`config.mk`:
```
export PLATFORM = sky130hd
export DESIGN_NAME = alu_word_sequencer_flat
export DESIGN_NICKNAME = d
export VERILOG_FILES = /design/src/rtl/alu_word_sequencer_if.sv /design/src/rtl/alu_word_sequencer.sv /design/src/flat_wrapper.sv
export SDC_FILE = /design/constraint.sdc
export NUM_CORES = 1
export LEC_CHECK = 0
export CORE_MARGIN = 2
export CORE_UTILIZATION = 35
export CTS_BUF_LIST = sky130_fd_sc_hd__clkbuf_4 sky130_fd_sc_hd__clkbuf_8 sky130_fd_sc_hd__clkbuf_16
export DETAILED_ROUTE_END_ITERATION = 10
export MAX_ROUTING_LAYER = met4
export PLACE_DENSITY_LB_ADDON = 0.15
export SLEW_MARGIN = 20
export SYNTH_ARGS = -nofsm -noshare
export SYNTH_HDL_FRONTEND = slang
export SYNTH_SLANG_ARGS = --single-unit
```
`constraint.sdc`:
```
create_clock -name clk -period 10.4 [get_ports clk]
set_input_delay 2.6 -clock clk [delete_from_list [all_inputs] [get_ports clk]]
set_output_delay 2.6 -clock clk [all_outputs]
set_load 0.01 [all_outputs]
```
`src/rtl/alu_word_sequencer_if.sv`:
```
// Request/response bundle between a requester and the word sequencer.
// Latency: none, wires only.
// Backpressure: req_valid/req_ready on the request side, resp_valid/resp_ready on the response side.
interface alu_word_sequencer_if;
  logic        req_valid;
  logic        req_ready;
  logic [2:0]  req_op;
  logic [31:0] req_a;
  logic [31:0] req_b;
  logic        resp_valid;
  logic        resp_ready;
  logic [31:0] resp_result;
  logic        resp_carry;
  logic        resp_zero;
  logic        resp_err;

  // Requester side
  modport master (
    output req_valid, req_op, req_a, req_b, resp_ready,
    input  req_ready, resp_valid, resp_result, resp_carry, resp_zero, resp_err
  );

  // Sequencer side
  modport slave (
    input  req_valid, req_op, req_a, req_b, resp_ready,
    output req_ready, resp_valid, resp_result, resp_carry, resp_zero, resp_err
  );
endinterface

```
`src/rtl/alu_word_sequencer.sv`:
```
// Runs one 32-bit op as four LSB-first byte steps on an external combinational 8-bit ALU.
// Latency: resp_valid 4 cycles after accept for legal ops; illegal ops respond in the cycle right after accept.
// Backpressure: req_ready only in IDLE; the response is held in DONE until resp_ready.
module alu_word_sequencer #(
  parameter logic [3:0] P_ADD  = 4'd0,
  parameter logic [3:0] P_ADDC = 4'd1,
  parameter logic [3:0] P_SUB  = 4'd2,
  parameter logic [3:0] P_SUBC = 4'd3,
  parameter logic [3:0] P_AND  = 4'd4,
  parameter logic [3:0] P_OR   = 4'd5,
  parameter logic [3:0] P_XOR  = 4'd6,
  parameter logic [3:0] P_MASK = 4'd7
) (
  input  logic                 clk,
  input  logic                 rst,
  alu_word_sequencer_if.slave  bus,
  output logic [7:0]           alu_in1,
  output logic [7:0]           alu_in2,
  output logic                 cin,
  output logic [3:0]           opcode,
  input  logic [7:0]           alu_out,
  input  logic                 cout,
  input  logic                 Z
);

  typedef enum logic [1:0] {IDLE, EXEC, DONE} state_t;

  localparam logic [2:0] OP_ADD  = 3'd0;
  localparam logic [2:0] OP_SUB  = 3'd1;
  localparam logic [2:0] OP_AND  = 3'd2;
  localparam logic [2:0] OP_OR   = 3'd3;
  localparam logic [2:0] OP_XOR  = 3'd4;
  localparam logic [2:0] OP_MASK = 3'd5;

  state_t      state;
  logic [1:0]  cnt;
  logic [2:0]  op_q;
  logic [31:0] a_q;
  logic [31:0] b_q;
  logic [23:0] acc;     // bytes 0..2 collected so far, newest byte enters at the top
  logic        zacc;    // AND of the Z flags seen so far
  logic [1:0]  next_k;
  logic        arith;

  assign next_k = cnt + 2'd1;
  assign arith  = (op_q == OP_ADD) || (op_q == OP_SUB);

  // ALU opcode for a request op; the first byte of ADD/SUB has no carry/borrow in
  function automatic logic [3:0] step_opcode(input logic [2:0] op, input logic first);
    case (op)
      OP_ADD:  return first ? P_ADD : P_ADDC;
      OP_SUB:  return first ? P_SUB : P_SUBC;
      OP_AND:  return P_AND;
      OP_OR:   return P_OR;
      OP_XOR:  return P_XOR;
      OP_MASK: return P_MASK;
      default: return P_ADD;
    endcase
  endfunction

  // Control FSM; ALU drive and response fields are registered so they are set up one edge ahead
  always_ff @(posedge clk or posedge rst) begin
    if (rst) begin
      state           <= IDLE;
      cnt             <= 2'd0;
      op_q            <= 3'd0;
      a_q             <= 32'd0;
      b_q             <= 32'd0;
      acc             <= 24'd0;
      zacc            <= 1'b0;
      bus.req_ready   <= 1'b1;
      bus.resp_valid  <= 1'b0;
      bus.resp_result <= 32'd0;
      bus.resp_carry  <= 1'b0;
      bus.resp_zero   <= 1'b0;
      bus.resp_err    <= 1'b0;
      alu_in1         <= 8'd0;
      alu_in2         <= 8'd0;
      cin             <= 1'b0;
      opcode          <= P_ADD;
    end else begin
      case (state)
        IDLE: begin
          if (bus.req_valid) begin
            op_q          <= bus.req_op;
            a_q           <= bus.req_a;
            b_q           <= bus.req_b;
            bus.req_ready <= 1'b0;
            if (bus.req_op <= OP_MASK) begin
              state   <= EXEC;
              cnt     <= 2'd0;
              zacc    <= 1'b1;
              alu_in1 <= bus.req_a[7:0];
              alu_in2 <= bus.req_b[7:0];
              cin     <= 1'b0;
              opcode  <= step_opcode(bus.req_op, 1'b1);
            end else begin
              // Illegal op: answer straight away, the ALU is never driven
              state           <= DONE;
              bus.resp_valid  <= 1'b1;
              bus.resp_result <= 32'd0;
              bus.resp_carry  <= 1'b0;
              bus.resp_zero   <= 1'b1;
              bus.resp_err    <= 1'b1;
            end
          end
        end

        EXEC: begin
          acc  <= {alu_out, acc[23:8]};
          zacc <= zacc & Z;
          if (cnt == 2'd3) begin
            state           <= DONE;
            bus.resp_valid  <= 1'b1;
            bus.resp_result <= {alu_out, acc};
            bus.resp_carry  <= arith ? cout : 1'b0;
            bus.resp_zero   <= zacc & Z;
            bus.resp_err    <= 1'b0;
            alu_in1         <= 8'd0;
            alu_in2         <= 8'd0;
            cin             <= 1'b0;
            opcode          <= P_ADD;
          end else begin
            cnt     <= next_k;
            alu_in1 <= a_q[{next_k, 3'b000} +: 8];
            alu_in2 <= b_q[{next_k, 3'b000} +: 8];
            cin     <= arith ? cout : 1'b0;
            opcode  <= step_opcode(op_q, 1'b0);
          end
        end

        DONE: begin
          if (bus.resp_ready) begin
            state          <= IDLE;
            cnt            <= 2'd0;
            bus.resp_valid <= 1'b0;
            bus.req_ready  <= 1'b1;
          end
        end

        default: begin
          state         <= IDLE;
          bus.req_ready <= 1'b1;
        end
      endcase
    end
  end

endmodule
```
`src/flat_wrapper.sv`:
```
// flat-port wrapper written by rule: the top's interface ports become plain ports
module alu_word_sequencer_flat 
#(
  parameter logic [3:0] P_ADD  = 4'd0,
  parameter logic [3:0] P_ADDC = 4'd1,
  parameter logic [3:0] P_SUB  = 4'd2,
  parameter logic [3:0] P_SUBC = 4'd3,
  parameter logic [3:0] P_AND  = 4'd4,
  parameter logic [3:0] P_OR   = 4'd5,
  parameter logic [3:0] P_XOR  = 4'd6,
  parameter logic [3:0] P_MASK = 4'd7
)
  (clk, rst, alu_in1, alu_in2, cin, opcode, alu_out, cout, Z, bus_req_valid, bus_req_op, bus_req_a, bus_req_b, bus_resp_ready, bus_req_ready, bus_resp_valid, bus_resp_result, bus_resp_carry, bus_resp_zero, bus_resp_err);
  alu_word_sequencer_if bus_i ();
  input  logic clk;
  input  logic rst;
  output logic [7:0] alu_in1;
  output logic [7:0] alu_in2;
  output logic cin;
  output logic [3:0] opcode;
  input  logic [7:0] alu_out;
  input  logic cout;
  input  logic Z;
  input wire logic [$bits(bus_i.req_valid)-1:0] bus_req_valid;
  input wire logic [$bits(bus_i.req_op)-1:0] bus_req_op;
  input wire logic [$bits(bus_i.req_a)-1:0] bus_req_a;
  input wire logic [$bits(bus_i.req_b)-1:0] bus_req_b;
  input wire logic [$bits(bus_i.resp_ready)-1:0] bus_resp_ready;
  output wire logic [$bits(bus_i.req_ready)-1:0] bus_req_ready;
  output wire logic [$bits(bus_i.resp_valid)-1:0] bus_resp_valid;
  output wire logic [$bits(bus_i.resp_result)-1:0] bus_resp_result;
  output wire logic [$bits(bus_i.resp_carry)-1:0] bus_resp_carry;
  output wire logic [$bits(bus_i.resp_zero)-1:0] bus_resp_zero;
  output wire logic [$bits(bus_i.resp_err)-1:0] bus_resp_err;
  assign bus_i.req_valid = bus_req_valid;
  assign bus_i.req_op = bus_req_op;
  assign bus_i.req_a = bus_req_a;
  assign bus_i.req_b = bus_req_b;
  assign bus_i.resp_ready = bus_resp_ready;
  assign bus_req_ready = bus_i.req_ready;
  assign bus_resp_valid = bus_i.resp_valid;
  assign bus_resp_result = bus_i.resp_result;
  assign bus_resp_carry = bus_i.resp_carry;
  assign bus_resp_zero = bus_i.resp_zero;
  assign bus_resp_err = bus_i.resp_err;
  alu_word_sequencer #(.P_ADD(P_ADD), .P_ADDC(P_ADDC), .P_SUB(P_SUB), .P_SUBC(P_SUBC), .P_AND(P_AND), .P_OR(P_OR), .P_XOR(P_XOR), .P_MASK(P_MASK)) u_core (.clk(clk), .rst(rst), .bus(bus_i), .alu_in1(alu_in1), .alu_in2(alu_in2), .cin(cin), .opcode(opcode), .alu_out(alu_out), .cout(cout), .Z(Z));
endmodule
```
* Yosys cells after proc, flatten, opt, wreduce, memory -nomap -nowiden
Index checks and enable logic that the tools add are counted.
** Storage, ports and cells
- Bits in registers :: 154
- Logic and storage cells :: 105
- Input port bits :: 81
- Output and inout port bits :: 58
** Cells by class
- Muxes and demuxes :: 51
- Bitwise operators :: 2
- Add/subtract/negate cells :: 1
- Eq/ne operators :: 19
- Shift-type cells :: 2
- Reductions and logical operators :: 12
- $lt $le $gt $ge :: 1
** Operators by type and width (count)
- 32-bit two-way mux :: 3
- 32-bit one-hot mux with 2 select lines :: 1
- 32-bit by 6-bit variable part select with 8-bit output :: 2
- 8-bit two-way mux :: 6
- 8-bit one-hot mux with 2 select lines :: 2
- 3-bit one-hot mux with 6 select lines :: 1
- 1-bit two-way mux :: 17
- 3-bit one-hot mux with 5 select lines :: 1
- 2-bit two-way mux :: 7
- 3-bit by 2-bit == test with 1-bit output (second input constant) :: 4
- 3-bit == test (second input constant) :: 4
- 4-bit two-way mux :: 3
- 2-bit one-hot mux with 3 select lines :: 2
- 1-bit one-hot mux with 2 select lines :: 5
- 5-bit AND reduction :: 2
- 3-bit AND reduction :: 3
- 2-bit != test (second input constant) :: 4
- 4-bit one-hot mux with 2 select lines :: 1
- 3-bit by 1-bit == test with 1-bit output (second input constant) :: 2
- 1-bit one-hot mux with 3 select lines :: 2
- 2-bit == test (second input constant) :: 2
- 2-bit by 1-bit != test with 1-bit output (second input constant) :: 2
- 4-bit AND reduction :: 1
- 3-bit less-or-equal comparator (second input constant) :: 1
- 10 further kinds :: 10

* Longest topological paths before layout
- Depth in word-level cells :: 5
- Depth in mapped cells :: 7

* Worst setup path before layout
No wires, ideal clock.
- Path type :: in2reg
- From :: input port bus_req_valid
- To :: register u_core.a_q[2]
- Stages on the path :: 5
- Path buffers :: 2
- Setup slack :: 6.750 ns
- Arrival time :: 3.525 ns
- Data required time :: 10.275 ns
- Library setup time :: 0.125 ns
- Path through :: nand2b_1 > nor2_2 > buf_4 > buf_4 > mux2_2
** Between the ends
- Word-level cells in the longest chain between the ends :: 1
** Ends and longest elaborated chain
- from (decl) :: RTL line flat_wrapper.sv:24 : input wire logic [$bits(bus_i.req_valid)-1:0] bus_req_valid;
- 2-bit AND reduction (no source line)
- to (signal assigned) :: RTL line alu_word_sequencer.sv:86 : a_q <= bus.req_a;
- to (decl) :: RTL line alu_word_sequencer.sv:38 : logic [31:0] a_q;
No other way between the ends.
A chain may end at the register's enable or synchronous reset.

* Worst setup path in the final report
- From :: input port bus_req_valid
- To :: register u_core.a_q[27]
Same word-level chain as after synthesis.

==> tab_implementation.tex <==
\begin{tabular}{lr}
\hline
Metric & Value \\
\hline
\multicolumn{2}{l}{\textbf{Status}} \\
\quad Status & finished, final reports clean \\
\multicolumn{2}{l}{\textbf{Routing}} \\
\quad Routed wire per std cell & 17.0 um \\
\quad Final wirelength & 14.7 mm \\
\quad DRC violations left & 0 \\
\quad Vias & 4224 \\
\quad Number of violations reported at the end of detailed-routing iteration 0 & 271 \\
\quad DRT antenna net count & 0 \\
\quad Average vias per placed instance & 4.88 \\
\quad Total iterations of the first detailed-routing run & 6 \\
\multicolumn{2}{l}{\textbf{Critical path}} \\
\quad Worst Path Class, Setup & in2reg \\
\quad Worst Setup SP & bus\_req\_valid \\
\quad Crit Path Max Fanout & 69 \\
\quad CP endpoint kind & flip-flop \\
\quad Reg2reg setup slack & 7.81 ns \\
\quad Reg2reg start & u\_core.cnt[0] \\
\quad R2R depth & 5 \\
\quad Startpoint type of the worst setup path & input pin \\
\quad Endpoint arrival time on the critical path & 4.52 ns \\
\quad Destination of the worst register-to-register timing path & u\_core.bus.resp\_result[13] \\
\quad Setup crit end & u\_core.a\_q[27] \\
\quad Required time reported for the critical path endpoint & 10.69 ns \\
\multicolumn{2}{l}{\textbf{Floorplanning}} \\
\quad Initial Util & 35.6\% \\
\quad Die H & 139 um \\
\quad Horiz. Die Dim & 139 um \\
\quad Placement row count & 49 \\
\quad Core outline area & 0.0180 mm2 \\
\quad DIE AREA & 0.0194 mm2 \\
\quad Count of pins on the block boundary & 139 \\
\multicolumn{2}{l}{\textbf{Synth}} \\
\quad Yosys warning count & 0 \\
\quad Yosys cell types & 38 \\
\quad Post-Syn Area & 0.00639 mm2 \\
\quad Primary FF master, synth & sky130\_fd\_sc\_hd\_\_dfrtp\_1 \\
\quad Average instance area after synthesis & 13.0 um2 \\
\quad Yosys reg bits & 153 \\
\quad Number of synthesized flops with an enable pin & 0 \\
\quad Synthesized Nets & 576 \\
\quad Count of mapped cells out of synthesis & 491 \\
\quad Ys async rst share & 100\% \\
\quad Sequential share of the synthesized area & 59.9\% \\
\multicolumn{2}{l}{\textbf{Final layout}} \\
\quad Ant. Diodes & 0 \\
\quad Filler instances & 1586 \\
\quad Most common cell after layout, fill and taps aside & sky130\_fd\_sc\_hd\_\_dfrtp\_1 \\
\quad Top library cells by usage in the layout, fill and taps aside & sky130\_fd\_sc\_hd\_\_dfrtp\_1 (152), sky130\_fd\_sc\_hd\_\_clkdlybuf4s50\_1 (137), sky130\_fd\_sc\_hd\_\_nand2\_1 (119) \\
\quad Fin nets & 708 \\
\quad Area growth from synthesis to layout & 33.0\% \\
\quad Layout cell share with drive strength beyond 1 & 18.6\% \\
\quad Area used by multi-input combinational logic & 0.00235 mm2 \\
\quad Register Area & 0.00383 mm2 \\
\multicolumn{2}{l}{\textbf{STA}} \\
\quad Peak Freq & 237 MHz \\
\quad Final number of hold-violating endpoints & 0 \\
\quad Setup repair after global routing missed its margin & false \\
\quad Worst clock skew & 0.00971 ns \\
\quad Max-slew headroom at the worst pin & 36.6\% \\
\quad Final total negative setup slack & 0 ns \\
\quad Final-report max-slew violation count & 0 \\
\quad Worst hold slack & 0.475 ns \\
\quad Count of endpoints failing setup in the final report & 0 \\
\quad Transition time of the tightest slew-check pin & 0.951 ns \\
\quad Final period util & 40.7\% \\
\quad Tmin final & 4.23 ns \\
\multicolumn{2}{l}{\textbf{Place}} \\
\quad Number of buffers added on ports & 137 \\
\quad Last weighted congestion value of the routability-driven placer & 0.744 \\
\quad Final HPWL DP & 9.44 mm \\
\multicolumn{2}{l}{\textbf{Global route}} \\
\quad Number of antenna violations at the first check in global routing & 0 \\
\quad Via count of the first global-routing pass & 4443 \\
\quad Global-route total usage across every layer & 16.2\% \\
\quad Pin count of the biggest net entering global routing & 81 \\
\quad Total congestion overflow after global routing & 0 \\
\quad Global-route wire length before repair & 23.8 mm \\
\multicolumn{2}{l}{\textbf{Clock tree}} \\
\quad Library cell used as clock root buffer & sky130\_fd\_sc\_hd\_\_clkbuf\_16 \\
\quad Total clock sinks & 153 \\
\quad Number of H-tree branching levels & 4 \\
\quad Post-CTS Setup Inserts & 0 \\
\quad Number of buffers on the longest clock path & 2 \\
\quad Clock latency reported for the late side of the worst-skew pair & 0.41 ns \\
\quad \# resized after CTS & 0 \\
\quad TritonCTS clock tree & done \\
\quad Hold-fix buffers at CTS & 0 \\
\quad CTS clock-pin slew for the worst setup and hold paths & 0.06 ns \\
\quad Clock buffers created by TritonCTS & 17 \\
\multicolumn{2}{l}{\textbf{Power}} \\
\quad Worst supply voltage drop on vdd & 0.000140 V \\
\quad Reported net switching power & 0.897 mW \\
\quad Fraction of power consumed by the clock network & 22.0\% \\
\quad Design internal power & 1.86 mW \\
\quad Sw frac & 32.6\% \\
\quad Static Leak & 3.75 nW \\
\quad Post-layout total power & 2.75 mW \\
\quad Cell Pwr Density & 324 mW/mm2 \\
\quad Comb pwr share & 38.8\% \\
\quad Portion of total power attributed to sequential cells & 39.1\% \\
\multicolumn{2}{l}{\textbf{Flow run}} \\
\quad Count of maximum capacitance violations & 0 \\
\multicolumn{2}{l}{\textbf{Worst hold path}} \\
\quad Hold/Removal Path Class & reg2reg \\
\hline
\end{tabular}
-- area by class of cell --
cell class	count	share of cell area, %
flip-flops and latches	153	45.0
repair buffers	144	16.8
well taps	229	3.37
multi-input cells	301	27.6
inverters	6	0.324
clock inverters	12	1.44
clock buffers	20	5.41
-- worst max-delay path: stages --
cell and delay, ns:
sky130_fd_sc_hd__clkdlybuf4s50_1 0.53, sky130_fd_sc_hd__nand2b_1 0.15, sky130_fd_sc_hd__nor2_4 0.10, sky130_fd_sc_hd__buf_4 0.65, sky130_fd_sc_hd__mux2_2 0.42
-- kinds of logic after synthesis --
group                      synth area share, %
xor gates and xnor gates                 0.274
AOI/OAI and AO/OA                         8.96
other                                   0.0587
and+or+nand+nor                           9.10
muxes                                     17.5
buffers and inverters                     3.42
DFF                                       59.9
adders and majority gates                0.783
-- stage by stage --
stage | cells | worst slack [ns] | util, % | cell area (um2)
final | 865 | 6.17 | 47.3 | 8500
after global routing | 865 | 6.06 | 47.3 | 8500
after CTS | 865 | 6.12 | 47.3 | 8500
after detailed placement | 833 | 5.68 | 44.1 | 7920
after global placement | 833 | 5.73 | 44.1 | 7920
after floorplan | 491 | 3.68 | - | 6390
-- Yosys cell counts, types with 3 or more instances --
cell type / instances / area share [%]
sky130_fd_sc_hd__nand2_1: 119 / 7.0
sky130_fd_sc_hd__buf_4: 7 / 0.82
sky130_fd_sc_hd__a22oi_1: 18 / 2.1
sky130_fd_sc_hd__dfrtp_1: 152 / 59
sky130_fd_sc_hd__o21ai_0: 11 / 0.86
sky130_fd_sc_hd__mux2_1: 3 / 0.53
sky130_fd_sc_hd__nand2b_1: 5 / 0.49
sky130_fd_sc_hd__nor2_1: 3 / 0.18
sky130_fd_sc_hd__mux4_1: 7 / 2.9
sky130_fd_sc_hd__mux2_2: 62 / 11
sky130_fd_sc_hd__inv_1: 6 / 0.35
sky130_fd_sc_hd__mux4_2: 9 / 3.2
sky130_fd_sc_hd__buf_2: 18 / 1.4
sky130_fd_sc_hd__clkbuf_1: 3 / 0.18
sky130_fd_sc_hd__a22o_1: 32 / 4.4
sky130_fd_sc_hd__a21oi_1: 5 / 0.39
sky130_fd_sc_hd__ha_1: 4 / 0.78
-- routing by layer --
metal | up-vias | part of all wire, % | global-route usage [%]
li1 | 1998 | - | -
met1 | 2112 | 43 | 19.9
met2 | 106 | 50 | 26.1
met3 | 8 | 5.9 | 5.52
met4 | 0 | 0.65 | 3.30
met5 | - | 0 | -
-- worst min path at each step --
stage / start / end / slack (ns) / cells after the start
global placement: u_core.acc[4] / u_core.acc[4] / 0.46 / 2
global route: u_core.opcode[2] / u_core.opcode[2] / 0.50 / 2
detailed placement: u_core.acc[6] / u_core.acc[6] / 0.46 / 2
finish: u_core.acc[4] / u_core.acc[4] / 0.47 / 2
CTS: u_core.acc[4] / u_core.acc[4] / 0.48 / 2
floorplan: u_core.acc[0] / u_core.acc[0] / 0.45 / 2
-- sequential cells by signal (all words and copies together), names as in the netlist, 2 cells and up --
name and count:
u_core.a_q 32, u_core.b_q 32, u_core.bus.resp_result 32, u_core.acc 24, u_core.alu_in1 8, u_core.alu_in2 8
u_core.op_q 3, u_core.opcode 3, u_core.cnt 2, u_core.state 2
-- power groups by stage --
stage | logic, mW | registers, mW | clock network, mW
6_report | 1.07 | 1.08 | 0.607
5_1_grt | 1.18 | 1.12 | 0.651
4_1_cts | 1.10 | 1.08 | 0.623
3_5_place_dp | 1.09 | 1.09 | 0
3_3_place_gp | 1.07 | 1.08 | 0
2_1_floorplan | 0.727 | 1.06 | 0
Note: power is estimated with default switching activity, not from simulation.
